--- src/rtl/collision_pkg.sv ---
`default_nettype none
// ============================================================================
//  Module      : collision_pkg
//  Description : Shared collision definitions: edge-code bit positions,
//                accumulator state encoding and the per-frame report record.
//  Revision    : 1.0 - initial release
// ============================================================================
package collision_pkg;

    // Bit positions inside a 4-bit hit-edge code {Left, Top, Right, Bottom}
    localparam int EDGE_LEFT   = 3;
    localparam int EDGE_TOP    = 2;
    localparam int EDGE_RIGHT  = 1;
    localparam int EDGE_BOTTOM = 0;

    // Report record fields are sized for the widest supported configuration;
    // narrower instances zero-extend into them.
    localparam int REPORT_COUNT_MAX_WIDTH = 16;
    localparam int REPORT_COORD_MAX_WIDTH = 16;

    typedef enum logic [0:0] {
        WAIT_SOF = 1'b0,
        ACCUM    = 1'b1
    } collision_state_t;

    typedef struct packed {
        logic [3:0]                        edges;
        logic [REPORT_COUNT_MAX_WIDTH-1:0] count;
        logic [REPORT_COORD_MAX_WIDTH-1:0] x;
        logic [REPORT_COORD_MAX_WIDTH-1:0] y;
    } collision_report_t;

endpackage
`default_nettype wire

--- src/rtl/collision_report_buffer.sv ---
`default_nettype none
// ============================================================================
//  Module      : collision_report_buffer
//  Description : Single-entry valid/ack holding register for a collision
//                report, flagging when a pending report gets replaced.
//  Revision    : 1.0 - initial release
// ============================================================================
module collision_report_buffer
    import collision_pkg::*;
(
    input  logic              clk,
    input  logic              reset,
    input  logic              i_publish,
    input  collision_report_t i_report,
    input  logic              i_ack,
    output logic              o_valid,
    output collision_report_t o_report,
    output logic              o_overrun
);

    logic              r_valid;
    logic              r_overrun;
    collision_report_t r_report;

    // Load on publish; an ack in the same cycle counts as consuming the old one
    always_ff @(posedge clk or posedge reset) begin
        if (reset) begin
            r_valid   <= 1'b0;
            r_overrun <= 1'b0;
            r_report  <= '0;
        end else if (i_publish) begin
            r_report  <= i_report;
            r_valid   <= 1'b1;
            r_overrun <= r_valid && !i_ack;
        end else if (i_ack && r_valid) begin
            r_valid   <= 1'b0;
            r_overrun <= 1'b0;
        end
    end

    assign o_valid   = r_valid;
    assign o_overrun = r_overrun;
    assign o_report  = r_report;

endmodule
`default_nettype wire

--- src/rtl/floor_collision_detector.sv ---
`default_nettype none
// ============================================================================
//  Module      : floor_collision_detector
//  Description : Accumulates floor/player pixel overlaps over a video frame
//                and publishes a per-frame collision report at each SOF.
//  Revision    : 1.0 - initial release
// ============================================================================
module floor_collision_detector
    import collision_pkg::*;
#(
    parameter int COUNT_WIDTH = 8,
    parameter int COORD_WIDTH = 11
) (
    input  logic                   clk,
    input  logic                   reset,
    input  logic                   startOfFrame,
    input  logic [COORD_WIDTH-1:0] pixelX,
    input  logic [COORD_WIDTH-1:0] pixelY,
    input  logic                   floorDrawingRequest,
    input  logic [3:0]             floorHitEdgeCode,
    input  logic                   playerDrawingRequest,
    input  logic                   collisionAck,
    output logic                   collisionValid,
    output logic [3:0]             collisionEdges,
    output logic [COUNT_WIDTH-1:0] collisionCount,
    output logic [COORD_WIDTH-1:0] firstHitX,
    output logic [COORD_WIDTH-1:0] firstHitY,
    output logic                   overrun
);

    localparam logic [COUNT_WIDTH-1:0] c_count_max = {COUNT_WIDTH{1'b1}};

    collision_state_t       r_state;
    collision_state_t       w_next_state;
    logic                   w_hit;
    logic                   w_publish;
    logic                   w_accumulating;
    logic [3:0]             r_acc_edges;
    logic [COUNT_WIDTH-1:0] r_acc_count;
    logic [COORD_WIDTH-1:0] r_acc_x;
    logic [COORD_WIDTH-1:0] r_acc_y;
    collision_report_t      w_acc_report;
    collision_report_t      w_out_report;

    assign w_hit          = floorDrawingRequest && playerDrawingRequest;
    // The SOF pixel itself belongs to the frame it opens, even the very first one
    assign w_accumulating = (r_state == ACCUM) || startOfFrame;
    assign w_publish      = (r_state == ACCUM) && startOfFrame && (r_acc_count != '0);

    // State register
    always_ff @(posedge clk or posedge reset) begin
        if (reset) begin
            r_state <= WAIT_SOF;
        end else begin
            r_state <= w_next_state;
        end
    end

    // Next state: leave WAIT_SOF on the first SOF, then stay in ACCUM
    always_comb begin
        w_next_state = r_state;
        if (r_state == WAIT_SOF && startOfFrame) begin
            w_next_state = ACCUM;
        end
    end

    // Per-frame accumulator; SOF restarts it, seeded by a coincident hit
    always_ff @(posedge clk or posedge reset) begin
        if (reset) begin
            r_acc_edges <= '0;
            r_acc_count <= '0;
            r_acc_x     <= '0;
            r_acc_y     <= '0;
        end else if (w_accumulating) begin
            if (startOfFrame) begin
                r_acc_edges <= w_hit ? floorHitEdgeCode : 4'h0;
                r_acc_count <= w_hit ? COUNT_WIDTH'(1) : '0;
                if (w_hit) begin
                    r_acc_x <= pixelX;
                    r_acc_y <= pixelY;
                end
            end else if (w_hit) begin
                r_acc_edges <= r_acc_edges | floorHitEdgeCode;
                if (r_acc_count != c_count_max) begin
                    r_acc_count <= r_acc_count + COUNT_WIDTH'(1);
                end
                if (r_acc_count == '0) begin
                    r_acc_x <= pixelX;
                    r_acc_y <= pixelY;
                end
            end
        end
    end

    // Widen the accumulator into the shared report record
    always_comb begin
        w_acc_report       = '0;
        w_acc_report.edges = r_acc_edges;
        w_acc_report.count = REPORT_COUNT_MAX_WIDTH'(r_acc_count);
        w_acc_report.x     = REPORT_COORD_MAX_WIDTH'(r_acc_x);
        w_acc_report.y     = REPORT_COORD_MAX_WIDTH'(r_acc_y);
    end

    collision_report_buffer u_report_buffer (
        .clk       (clk),
        .reset     (reset),
        .i_publish (w_publish),
        .i_report  (w_acc_report),
        .i_ack     (collisionAck),
        .o_valid   (collisionValid),
        .o_report  (w_out_report),
        .o_overrun (overrun)
    );

    assign collisionEdges = w_out_report.edges;
    assign collisionCount = w_out_report.count[COUNT_WIDTH-1:0];
    assign firstHitX      = w_out_report.x[COORD_WIDTH-1:0];
    assign firstHitY      = w_out_report.y[COORD_WIDTH-1:0];

    // Upper record bits are always zero for narrow configurations
    if (COUNT_WIDTH < REPORT_COUNT_MAX_WIDTH) begin : g_count_hi
        logic w_unused_count_hi;
        assign w_unused_count_hi = |w_out_report.count[REPORT_COUNT_MAX_WIDTH-1:COUNT_WIDTH];
    end

    if (COORD_WIDTH < REPORT_COORD_MAX_WIDTH) begin : g_coord_hi
        logic w_unused_coord_hi;
        assign w_unused_coord_hi = |{w_out_report.x[REPORT_COORD_MAX_WIDTH-1:COORD_WIDTH],
                                     w_out_report.y[REPORT_COORD_MAX_WIDTH-1:COORD_WIDTH]};
    end

endmodule
`default_nettype wire

--- config.mk ---
export PLATFORM = sky130hd
export DESIGN_NAME = floor_collision_detector
export DESIGN_NICKNAME = d
export VERILOG_FILES = /design/src/rtl/collision_pkg.sv /design/src/rtl/collision_report_buffer.sv /design/src/rtl/floor_collision_detector.sv
export SDC_FILE = /design/constraint.sdc
export NUM_CORES = 1
export LEC_CHECK = 0
export CAP_MARGIN = 20
export CORE_AREA = 2 2 85 87
export CTS_CLUSTER_DIAMETER = 100
export DETAILED_ROUTE_END_ITERATION = 8
export DIE_AREA = 0 0 87 89
export DONT_BUFFER_PORTS = 1
export GPL_TIMING_DRIVEN = 0
export HOLD_SLACK_MARGIN = 0.06
export SYNTH_ARGS = -nofsm -noshare
export SYNTH_HDL_FRONTEND = slang
export SYNTH_SLANG_ARGS = --single-unit
--- constraint.sdc ---
create_clock -name clk -period 3.8 [get_ports clk]
set_input_delay 1.14 -clock clk [delete_from_list [all_inputs] [get_ports clk]]
set_output_delay 1.14 -clock clk [all_outputs]
set_load 0.005 [all_outputs]
; After elaboration in Yosys (flattened, before gate mapping)
; Index checks and enable logic that the tools add are counted.
[totals]
ff_bits = 71
in_bits = 32
word_cells = 50
[op_classes]
n_addsub = 1
eq_ne = 1
n_mux = 18
bitwise = 2
n_reduce_logical = 17
[op_table]
columns = op, n
row1 = $mux W11, 8
row2 = $mux W8, 3
row3 = $mux W4, 3
row4 = $add A8 B1 Y8 const B, 1
row5 = $logic_not A8 Y1, 1
row6 = $ne A8 B8 Y1 const B, 1
row7 = $reduce_bool A2 Y1, 4
row8 = $reduce_bool A8 Y1, 1
row9 = $logic_and A1 B1 Y1, 6
row10 = $reduce_and A3 Y1, 2
row11 = $mux W1, 4
row12 = $or A4 B4 Y4, 1
row13 = $reduce_and A2 Y1, 1
row14 = $logic_not A1 Y1, 1
row15 = $logic_or A1 B1 Y1, 1
row16 = $not A1 Y1, 1

; Depth between registers and ports, before layout
; Gate-level depths: netlist of the first run.
[logic_depth]
ltp_word = 4
mapped_depth = 7
depth_no_buf = 6

; Hierarchy
; Synthesis of the first run repeated with hierarchy kept, for this count alone.
[unflattened]
hier_cells = 241
area_unflattened_um2 = 3881.2
[modules_own_cells]
columns = module, instances, cells_per_inst, area_each_um2, seq_area_each_um2
row1 = collision_report_buffer, 1, 117, 2248.4, 1351.3
row2 = floor_collision_detector, 1, 124, 1632.8, 875.8

; Worst setup path before layout of the first run
; No wires, ideal clock.
[synth_timing]
path_kind = input port to flip-flop
startpoint = input startOfFrame
endpoint = register u_report_buffer.r_report (netlist bit u_report_buffer.o_report[16])
setup_time_ns = 0.125
arrival_time_ns = 2.054
required_ns = 3.675
setup_slack_ns = 1.621
stages = 4
n_path_buf = 1
path_cell_list = nand2_1 > a21oi_2 > buf_4 > mux2_2
[synth_via]
elab_chain_len = 2
[synth_rtl]
columns = item, line
row1 = start: declaration, floor_collision_detector.sv:16  ; input logic startOfFrame,
row2 = $logic_and A1 B1 Y1 (2 in series), floor_collision_detector.sv:48  ; assign w_publish = (r_state == ACCUM) && startOfFrame && (r_acc_count != '0);
row3 = end signal: assignment, collision_report_buffer.sv:32  ; r_report <= i_report;
row4 = end: declaration, collision_report_buffer.sv:23  ; collision_report_t r_report;
; No other way between the ends.
; A chain may end at the register's enable or synchronous reset.

; Worst setup path after layout of the first run
[layout_timing]
startpoint = register r_acc_count[0]
endpoint = register u_report_buffer.r_report (netlist bit u_report_buffer.o_report[21])
[layout_via]
elab_chain_len = 2
[layout_rtl]
columns = item, line
row1 = start: declaration, floor_collision_detector.sv:39  ; logic [COUNT_WIDTH-1:0] r_acc_count;
row2 = start signal: assignment, floor_collision_detector.sv:77  ; r_acc_count <= w_hit ? COUNT_WIDTH'(1) : '0;
row3 = start signal: assignment, floor_collision_detector.sv:85  ; r_acc_count <= r_acc_count + COUNT_WIDTH'(1);
row4 = $reduce_bool A8 Y1, floor_collision_detector.sv:48
row5 = $logic_and A1 B1 Y1, floor_collision_detector.sv:48
; No other way between the ends.

==> qor.log, run 1 <==
INFO  status         outcome=completed
INFO  synth          mappedNetlistNets=231
INFO  floorplanning  placementRows=30
INFO  setup_path     biggest_fanout_along_the_worst_timing_path=10
INFO  placement      placement.io_buffers=0
INFO  final_layout   stdcell_count=292
INFO  synth          synth_warnings=0
INFO  synth          synth_cell_types=31
INFO  cts            postCtsHoldBufs=0
INFO  sta            fin_crit=2.10ns
INFO  final_layout   area_growth_syn_to_layout=11.1%
INFO  synth          yosysMostFrequentCell=sky130_fd_sc_hd__dfrtp_1
INFO  setup_path     start_kind=flop
INFO  final_layout   layout.filler_cells=597
INFO  global_route   track_usage=14.4%
INFO  power_and_ir_drop pwr-share-clk=33.0%
INFO  floorplanning  floorplan.io_pins=68
INFO  sta            timing_worst_slew_pin_value=0.851ns
INFO  power_and_ir_drop power_switching_share=24.5%
INFO  cts            cts_num_sinks=71
INFO  power_and_ir_drop p_leak=1.40nW
INFO  power_and_ir_drop peakVddDrop=0.000202V
INFO  cts            clk_pin_slew=0.07ns
INFO  drt            wl_per_cell=17.0um
INFO  synth          post_synthesis_cells=197
INFO  setup_path     worst-endpoint-arrival=2.32ns
INFO  final_layout   post_layout_utilization_of_the_core=47.0%
INFO  power_and_ir_drop pwr-share-comb=12.7%
INFO  floorplanning  initial_utilization=42.3%
INFO  cts            cts-htree-levels=3
INFO  drt            routed-via-count=1558
INFO  global_route   grt_pass1_wl=8200um
INFO  cts            clkLatencyLatePin=0.34ns
INFO  global_route   grt-ovfl-total=0
INFO  power_and_ir_drop power.internal=0.00148W
INFO  setup_path     worst_setup_path_end_kind=flop
INFO  power_and_ir_drop design_power_total=0.00196W
INFO  final_layout   drive_above_1_share=38.2%
INFO  final_layout   diodes=0
INFO  synth          synth.top_cells.by_count=sky130_fd_sc_hd__dfrtp_1, sky130_fd_sc_hd__mux2_2, sky130_fd_sc_hd__nand2_1
INFO  final_layout   finalNetCount=242
INFO  global_route   grt_max_degree=72
INFO  global_route   number_of_antenna_violations_at_the_first_check_in_global_routing=0
INFO  synth          ys_async_sr_fraction=100%
INFO  drt            vias_per_cell=5.34
INFO  drt            drc_errors=0
INFO  cts            cts.root.buffer_cell=sky130_fd_sc_hd__clkbuf_8
INFO  sta            timing.final.hold_violations=0
INFO  synth          yosysSeqAreaShare=62.5%
INFO  synth          most_frequently_used_flop_master_after_synthesis=sky130_fd_sc_hd__dfrtp_1
INFO  synth          synthesis.area=0.00284mm^2
INFO  sta            finalMaxSlewViolations=0
INFO  sta            timing.fmax=476MHz
INFO  sta            report.final.setup_viol=0
INFO  floorplanning  die-height=89um
INFO  global_route   first_global_vias=1691
INFO  floorplanning  horizontal_die_dimension=87um
INFO  sta            max-slew-margin-rel=43.3%
INFO  drt            route.antenna.remaining_nets=0
INFO  cts            cts_post_setup_buffers_inserted=0
INFO  setup_path     required_time_at_the_endpoint_of_the_critical_path=4.02ns
INFO  setup_path     setup.worst_path.class=reg -> reg
INFO  worst_hold_path worstHoldPathType=reg -> reg
INFO  final_layout   final_cell_area=0.00316mm^2
INFO  sta            finClkSkew=0.00797ns
INFO  sta            rsz0062_at_grt=no
INFO  synth          yosys-top-cells-area=sky130_fd_sc_hd__dfrtp_1, sky130_fd_sc_hd__mux2_2, sky130_fd_sc_hd__o21ai_0
INFO  power_and_ir_drop p_switching=0.000480W
INFO  placement      hpwl_after_dpl=3350um
INFO  sta            setup-tns-final=0ns
INFO  placement      post-place-cells=277
INFO  synth          cell_accounting_for_the_most_synthesized_area=sky130_fd_sc_hd__dfrtp_1
INFO  cts            cts_inserted_buffers=9
INFO  power_and_ir_drop power.density=622mW/mm^2
INFO  synth          syn-mean-instance-area=14.4um^2
INFO  cts            cts_tree=built
INFO  cts            cts-resized-gates=0
INFO  floorplanning  dieArea=0.00774mm^2
INFO  run            timing.max_cap.violations=0
INFO  synth          synth-seq-cells=71
INFO  cts            clockBufferDepth=2
INFO  synth          synth.top_cell.area_share=62.5%
INFO  placement      placement.cell_area=0.00294mm^2
INFO  floorplanning  fp.coreArea=0.00672mm^2
INFO  drt            detailedRoute.firstIterationViolations=40
INFO  synth          number_of_enable_type_register_cells_in_the_synthesized_netlist=0
INFO  drt            drt_first_pass_iters=4
INFO  sta            fin_crit_sh=55.3%
INFO  power_and_ir_drop share_seq_of_total_power=54.3%
INFO  drt            detail_route.wirelength=4960um
INFO  placement      finalWeightedCongestion=0.797
-- per-stage QoR --
stage,hold slack [ns],setup WS [ns]
floorplan,0.475,0.863
global placement,0.480,0.0756
detailed placement,0.490,1.33
global route,0.520,1.52
CTS,0.505,1.63
finish,0.505,1.70
-- cells by family (layout without fill, tap and decap cells) --
| kind of cell | count (synthesis) | count (layout) | share of synthesized area (%) |
|---|---|---|---|
| compound gates | 18 | 18 | 3.70 |
| xor+xnor | 3 | 3 | 0.925 |
| fa+ha+maj | 2 | 2 | 0.881 |
| buf+inv | 15 | 30 | 3.08 |
| flops | 71 | 71 | 62.5 |
| mux | 59 | 59 | 23.2 |
| simple gates | 29 | 29 | 5.64 |
-- critical path, cell delays in order (launching register included) --
cell and delay (ns):
sky130_fd_sc_hd__dfrtp_1 0.40, sky130_fd_sc_hd__inv_1 0.09, sky130_fd_sc_hd__ha_1 0.20, sky130_fd_sc_hd__nor4b_4 0.13, sky130_fd_sc_hd__a21oi_2 0.50, sky130_fd_sc_hd__buf_4 0.30
sky130_fd_sc_hd__mux2_2 0.35
-- worst paths after layout --
path	start	to	slack, ns	cells past startpoint
worst max-delay path	r_acc_count[0]	u_report_buffer.o_report[21]	1.70	6
worst min-delay path	r_acc_y[1]	u_report_buffer.o_report[1]	0.50	1
worst max register to register	r_acc_count[0]	u_report_buffer.o_report[21]	1.70	6
worst min register to register	r_acc_y[1]	u_report_buffer.o_report[1]	0.50	1
max in group asynchronous	reset	u_report_buffer.o_report[0]	2.40	1
min in group asynchronous	reset	r_acc_y[4]	0.85	1
-- state kept, by name, indices dropped and copies added (netlist names) --
signal	count
r_acc_count	8
u_report_buffer.o_report	34
r_acc_x	11
u_report_buffer.o_valid	1
u_report_buffer.o_overrun	1
r_acc_y	11
r_state	1
r_acc_edges	4
-- cell usage in the layout (no fill, tap or decap), types with 2 or more instances in the layout --
master | Yosys | layout
sky130_fd_sc_hd__or3_1 | 2 | 2
sky130_fd_sc_hd__nand3_1 | 3 | 3
sky130_fd_sc_hd__xor2_1 | 2 | 2
sky130_fd_sc_hd__o21ai_0 | 7 | 7
sky130_fd_sc_hd__and3_1 | 2 | 2
sky130_fd_sc_hd__nor2_1 | 5 | 5
sky130_fd_sc_hd__dfrtp_1 | 71 | 71
sky130_fd_sc_hd__inv_1 | 8 | 7
sky130_fd_sc_hd__buf_6 | 3 | 3
sky130_fd_sc_hd__bufinv_16 | 0 | 2
sky130_fd_sc_hd__mux2i_1 | 3 | 3
sky130_fd_sc_hd__a21oi_1 | 4 | 4
sky130_fd_sc_hd__clkbuf_8 | 0 | 10
sky130_fd_sc_hd__clkinv_2 | 0 | 2
sky130_fd_sc_hd__buf_4 | 2 | 2
sky130_fd_sc_hd__ha_1 | 2 | 2
sky130_fd_sc_hd__nand4_1 | 2 | 2
sky130_fd_sc_hd__clkbuf_1 | 1 | 2
sky130_fd_sc_hd__nand2_1 | 9 | 9
sky130_fd_sc_hd__mux2_2 | 56 | 56
sky130_fd_sc_hd__o211ai_1 | 2 | 2
-- metal layers --
| metal | GRT usage [%] | wire length, um | up-vias |
|---|---|---|---|
| li1 | - | - | 708 |
| met1 | 16.5 | 2080 | 787 |
| met2 | 23.0 | 2350 | 52 |
| met3 | 7.57 | 432 | 11 |
| met4 | 5.11 | 99 | 0 |
| met5 | 0 | 0 | - |
-- power by group through the flow --
stage | Clock, W | Sequential [W] | Combinational, W
final | 0.000649 | 0.00107 | 0.000249
after global routing | 0.000712 | 0.00109 | 0.000277
after CTS | 0.000670 | 0.00107 | 0.000256
after detailed placement | 0 | 0.00109 | 0.000255
after global placement | 0 | 0.00108 | 0.000246
after floorplan | 0 | 0.00104 | 0.000223
-- layout make-up --
class / count / area, um^2 / area share (%)
inverter: 8 / 32.5 / 1.03
multi-input combinational: 111 / 977 / 31.0
clock inverter: 4 / 70.1 / 2.22
buffer: 7 / 57.6 / 1.82
clock buffer: 11 / 141 / 4.48
tap: 80 / 100 / 3.17
sequential: 71 / 1780 / 56.3
Power figures use the tool's default switching activity.
==> run 2, diff against run 1 <==
==> constraint.sdc (replaced) <==
create_clock -name clk -period 2.1 [get_ports clk]
set_input_delay 0.63 -clock clk [delete_from_list [all_inputs] [get_ports clk]]
set_output_delay 0.63 -clock clk [all_outputs]
set_load 0.005 [all_outputs]
==> qor.log, run 2 (synthesis gave the netlist of run 1 again) <==
INFO  status         outcome=completed
INFO  drt            detailedRoute.firstIterationViolations=27 [-33%]
INFO  setup_path     required_time_at_the_endpoint_of_the_critical_path=2.32ns [-1.70 ns]
INFO  drt            detail_route.wirelength=5050um [+1.9%]
INFO  placement      hpwl_after_dpl=3440um [+2.6%]
INFO  placement      placement.io_buffers=0 [unchanged]
INFO  sta            timing.fmax=516MHz [+8.4%]
INFO  final_layout   final_cell_mix=sky130_fd_sc_hd__dfrtp_1, sky130_fd_sc_hd__mux2_2, sky130_fd_sc_hd__clkbuf_8
INFO  power_and_ir_drop power_switching_share=24.6% [+0.11 points]
INFO  cts            clk_pin_slew=0.07ns [about the same]
INFO  floorplanning  dieArea=0.00774mm^2 [unchanged]
INFO  drt            route.antenna.remaining_nets=0 [unchanged]
INFO  cts            clockBufferDepth=2 [unchanged]
INFO  sta            setup-tns-final=0ns [unchanged]
INFO  final_layout   diodes=0 [unchanged]
INFO  global_route   grt_max_degree=40 [-44%]
INFO  sta            timing.final.hold_violations=0 [unchanged]
INFO  sta            finClkSkew=0.0106ns [+0.00265 ns]
INFO  floorplanning  die-height=89um [unchanged]
INFO  power_and_ir_drop share_seq_of_total_power=53.7% [-0.6 points]
INFO  final_layout   largest_register_ffs=34 [unchanged]
INFO  sta            fin_crit_sh=92.3% [+37 points]
INFO  global_route   number_of_antenna_violations_at_the_first_check_in_global_routing=0 [unchanged]
INFO  power_and_ir_drop power.density=1110mW/mm^2 [+78%]
INFO  cts            cts.root.buffer_cell=sky130_fd_sc_hd__clkbuf_8
INFO  setup_path     critical_path.max_stage_delay=0.42ns [-0.08 ns]
INFO  global_route   first_global_vias=1665 [-1.5%]
INFO  sta            timing_worst_slew_pin_value=0.721ns [-0.130 ns]
INFO  setup_path     start_kind=flop
INFO  setup_path     setup.worst_path.class=reg -> reg
INFO  cts            cts_inserted_buffers=9 [unchanged]
INFO  sta            max-slew-margin-rel=51.8% [+8.5 points]
INFO  drt            vias_per_cell=5.30 [-0.71%]
INFO  power_and_ir_drop p_leak=1.44nW [+2.9%]
INFO  final_layout   final_cell_area=0.00324mm^2 [+2.6%]
INFO  sta            holdWs=0.265ns [-0.240 ns]
INFO  drt            drt_first_pass_iters=3 [-1]
INFO  placement      finalWeightedCongestion=0.768 [-3.7%]
INFO  sta            rsz0062_at_grt=no
INFO  run            timing.max_cap.violations=0 [unchanged]
INFO  power_and_ir_drop pwr-share-comb=13.1% [+0.4 points]
INFO  drt            wl_per_cell=16.9um [-0.53%]
INFO  drt            drc_errors=0 [unchanged]
INFO  global_route   grt-ovfl-total=0 [unchanged]
INFO  floorplanning  placementRows=30 [unchanged]
INFO  cts            cts_num_sinks=71 [unchanged]
INFO  power_and_ir_drop p_switching=0.000881W [+83%]
INFO  setup_path     biggest_fanout_along_the_worst_timing_path=5 [-5]
INFO  cts            cts_tree=built
INFO  power_and_ir_drop power.internal=0.00270W [+82%]
INFO  setup_path     path_cells=inv_1 -> ha_1 -> nor4b_4 -> a31oi_1 -> nor2_2 -> buf_4 -> clkbuf_4 -> mux2_2
INFO  floorplanning  horizontal_die_dimension=87um [unchanged]
INFO  power_and_ir_drop peakVddDrop=0.000484V [+140%]
INFO  sta            report.final.setup_viol=0 [unchanged]
INFO  final_layout   layout_commonest_cell=sky130_fd_sc_hd__dfrtp_1
INFO  global_route   grt_pass1_wl=8290um [+1.1%]
INFO  drt            routed-via-count=1584 [+1.7%]
INFO  final_layout   finalNetCount=248 [+2.5%]
INFO  power_and_ir_drop pwr-share-clk=33.1% [about the same]
INFO  final_layout   drive_above_1_share=41.1% [+2.9 points]
INFO  setup_path     worst_setup_path_end_kind=flop
INFO  floorplanning  floorplan.io_pins=68 [unchanged]
INFO  global_route   track_usage=14.2% [-0.14 points]
INFO  cts            clkLatencyLatePin=0.34ns [about the same]
INFO  final_layout   area_growth_syn_to_layout=13.9%
INFO  setup_path     worst-endpoint-arrival=2.16ns [-0.16 ns]
INFO  placement      placement.cell_area=0.00297mm^2 [+0.72%]
INFO  floorplanning  fp.coreArea=0.00672mm^2 [unchanged]
INFO  setup_path     worst_path_max_delay_cell=sky130_fd_sc_hd__dfrtp_1
INFO  sta            fin_crit=1.94ns [-0.162 ns]
INFO  cts            cts-htree-levels=3 [unchanged]
INFO  power_and_ir_drop design_power_total=0.00358W [+82%]
INFO  sta            finalMaxSlewViolations=0 [unchanged]
INFO  floorplanning  initial_utilization=42.3% [unchanged]
INFO  worst_hold_path worstHoldPathType=in -> async
-- run 2: routing by layer --
layer / part of all wire (%) / wire length, um / track usage [%]
met5: 0 / 0 / 0
met4: 2.1 / 108 / 7.67
met3: 8.0 / 403 / 4.99
met2: 47 / 2400 / 22.8
met1: 42 / 2140 / 16.9
-- run 2: area by class of cell --
| class | instances | area (um^2) |
|---|---|---|
| flip-flops and latches | 71 | 1780 |
| clock inverters | 6 | 83.8 |
| well taps | 80 | 100 |
| repair buffers | 6 | 57.6 |
| clock buffers | 10 | 138 |
| multi-input cells | 111 | 990 |
| plain buffers | 7 | 57.6 |
| fillers | 598 | 3480 |
| inverters | 8 | 33.8 |
-- run 2: path summary, 6_finish.rpt --
path	startpoint	endpoint	slack (ns)	cells after the start
setup / recovery	r_acc_count[1]	r_acc_y[7]	0.16	8
hold / removal	reset	u_report_buffer.o_report[38]	0.27	1
setup reg to reg	r_acc_count[1]	r_acc_y[7]	0.16	8
hold reg to reg	r_acc_x[3]	u_report_buffer.o_report[19]	0.50	1
max in group asynchronous	reset	r_acc_x[5]	1.21	2
min in group clk	collisionAck	u_report_buffer.o_overrun	0.38	1
-- run 2: power groups by stage --
stage	combinational, W	sequential, W	clock, W
floorplan	0.000404	0.00189	0
global placement	0.000446	0.00195	0
detailed placement	0.000467	0.00196	0
CTS	0.000470	0.00194	0.00123
global route	0.000525	0.00197	0.00129
finish	0.000470	0.00193	0.00119
-- run 2: per-stage QoR --
stage	util (%)	setup slack, ns	std cells
finish	48.2	0.162	299
global route	48.2	0.00360	299
CTS	47.5	0.0699	294
detailed placement	44.1	-0.0169	278
global placement	43.8	-0.00268	277
floorplan	-	0.340	197
-- run 2: worst max-delay path, delay by kind of cell, from the launching register on --
kind	cells	cell delay (ns)
compound gates	1	0.14
fa+ha+maj	1	0.13
buf+inv	3	0.40
flops	1	0.42
mux	1	0.33
simple gates	2	0.39
-- run 2: timing repair --
item | 4_1_cts | 5_1_grt
hold endpoints to repair | 0 | 0
pin swaps | 0 | 2
endpoints found under the setup margin | 20 | 20
setup buffers | 0 | 4
resized for setup | 1 | 2
gates cloned | 0 | 1
hold buffers | 0 | 0
==> RTL change: new RTL, config.mk and constraints of run 2 <==
The parameter `COUNT_WIDTH` goes from 8 to 7.
--- a/src/rtl/floor_collision_detector.sv
+++ b/src/rtl/floor_collision_detector.sv
@@ -8,7 +8,7 @@
 module floor_collision_detector
     import collision_pkg::*;
 #(
-    parameter int COUNT_WIDTH = 8,
+    parameter int COUNT_WIDTH = 7,
     parameter int COORD_WIDTH = 11
 ) (
     input  logic                   clk,
Interface: changed (resized collisionCount); port bits go from 68 to 67. The function was not compared with the original's and may differ.
==> RTL change against run 2 <==
Routed wire length rose by 3.4%. Global-route usage shrank 0.17 points. Sequential cell count shrank 2. Power down 6.6%. Setup slack got worse by 8.2 ps. Sequential share of layout area grew 1.4 points. Synthesized area down 2.8%. Utilization shrank 2.6 points. Combinational power is 1% lower. Count of clock-buffer cells in the layout stayed put. Synthesized cell count fell by 5.1%. Design area is 5.3% lower. Non-clock buffer count decreased by 6.
==> RTL change: results (changes against run 2) <==
largest net degree at the start of global routing=42 (was 40); PostCTS Resize Cnt=0 (was 1); setup ws final=154 ps (was 162 ps); final core utilization=45.6% (was 48.2%); Least-Margin Pin Slew=656 ps (was 721 ps); total power=3.35 mW (was 3.58 mW); via count=1529 (was 1584); synth cell count leaders=69 x dfrtp_1, 55 x mux2_2, 9 x inv_1 (was 71 x dfrtp_1, 56 x mux2_2, 9 x nand2_1); delay of the slowest cell on the worst path=470 ps (was 420 ps); Global Route Usage Sum=14.0% (was 14.2%); post-synthesis compound-gate area fraction=4.44% (was 3.70%); first-pass GRT wire length=8060 um (was 8290 um); max reg flops=33 (was 34); Post-Synth XOR/XNOR Area=0.634% (was 0.925%); # fillers=612 (was 598); nets@finish=233 (was 248); Seq/Total Area, Yosys=62.5% (about the same); Slowest-stage cell, CP=a31oi_2 (was dfrtp_1); drt wl/cell=18.5 um (was 16.9 um); placed cell area=0.00289 mm^2 (was 0.00297 mm^2); Hold Slack=243 ps (was 265 ps); syn_nets=221 (was 231); syn_area_per_cell=14.8 um^2 (was 14.4 um^2); Unique masters post-synth=27 (was 31); multiplexer share of the synthesized area=23.2% (about the same); Synth Area in Adders=0.906% (was 0.881%); P_seq=1.88 mW (was 1.93 mW); GPL Wtd Cong=0.821 (was 0.768); drt first pass iters=6 (was 3); top cells by area, synth=dfrtp_1 63%, mux2_2 22%, buf_6 2.0% (was dfrtp_1 63%, mux2_2 22%, o21ai_0 1.2%); Worst Path Max Fanout=10 (was 5); Leak Pwr=1.35 nW (was 1.44 nW); detailed router's first-iteration violation count=49 (was 27); Logic power comb=0.465 mW (was 0.470 mW); vias in the first global route=1629 (was 1665); family with the most delay on the worst path=compound AO/OA/AOI/OAI gates (was flip-flops); worst vdd ir=0.000378 V (was 0.000484 V); Setup WS pre-CTS=141 ps (was -16.9 ps); layout cells sized above 1=40.4% (was 41.1%); switch share=25.9% (was 24.6%); asr flop ratio synth=100% (unchanged); placed insts=268 (was 278); status=completed (unchanged); CP startpoint=r_acc_count[0] (was r_acc_count[1]); Final Instance Count excl. Fillers=283 (was 299); Final HPWL DP=3870 um (was 3440 um)
[RTL change: metal layers]
layer | routed length (um) | part of all wire (%) | vias up | track usage, %
met4 | 127 | 2.4 | 0 | 6.53
li1 | - | - | 675 | -
met2 | 2820 | 54 | 45 | 24.8
met5 | 0 | 0 | - | 0
met3 | 300 | 5.7 | 11 | 6.09
met1 | 1980 | 38 | 798 | 14.4
[RTL change: final cells by class]
cell class / count / share of cell area (%)
flip-flops and latches: 69 / 56.3
clock inverters: 5 / 1.71
multi-input cells: 103 / 30.7
inverters: 9 / 1.22
clock buffers: 10 / 4.16
plain buffers: 6 / 1.96
repair buffers: 1 / 0.653
well taps: 80 / 3.27
[RTL change: worst paths after layout]
check,endpoint,cells past startpoint
setup / recovery,u_report_buffer.o_report[32],5
hold / removal,r_acc_y[9],1
setup reg to reg,u_report_buffer.o_report[32],5
hold reg to reg,u_report_buffer.o_report[8],1
max in group asynchronous,u_report_buffer.o_report[37],2
min in group clk,u_report_buffer.o_overrun,1
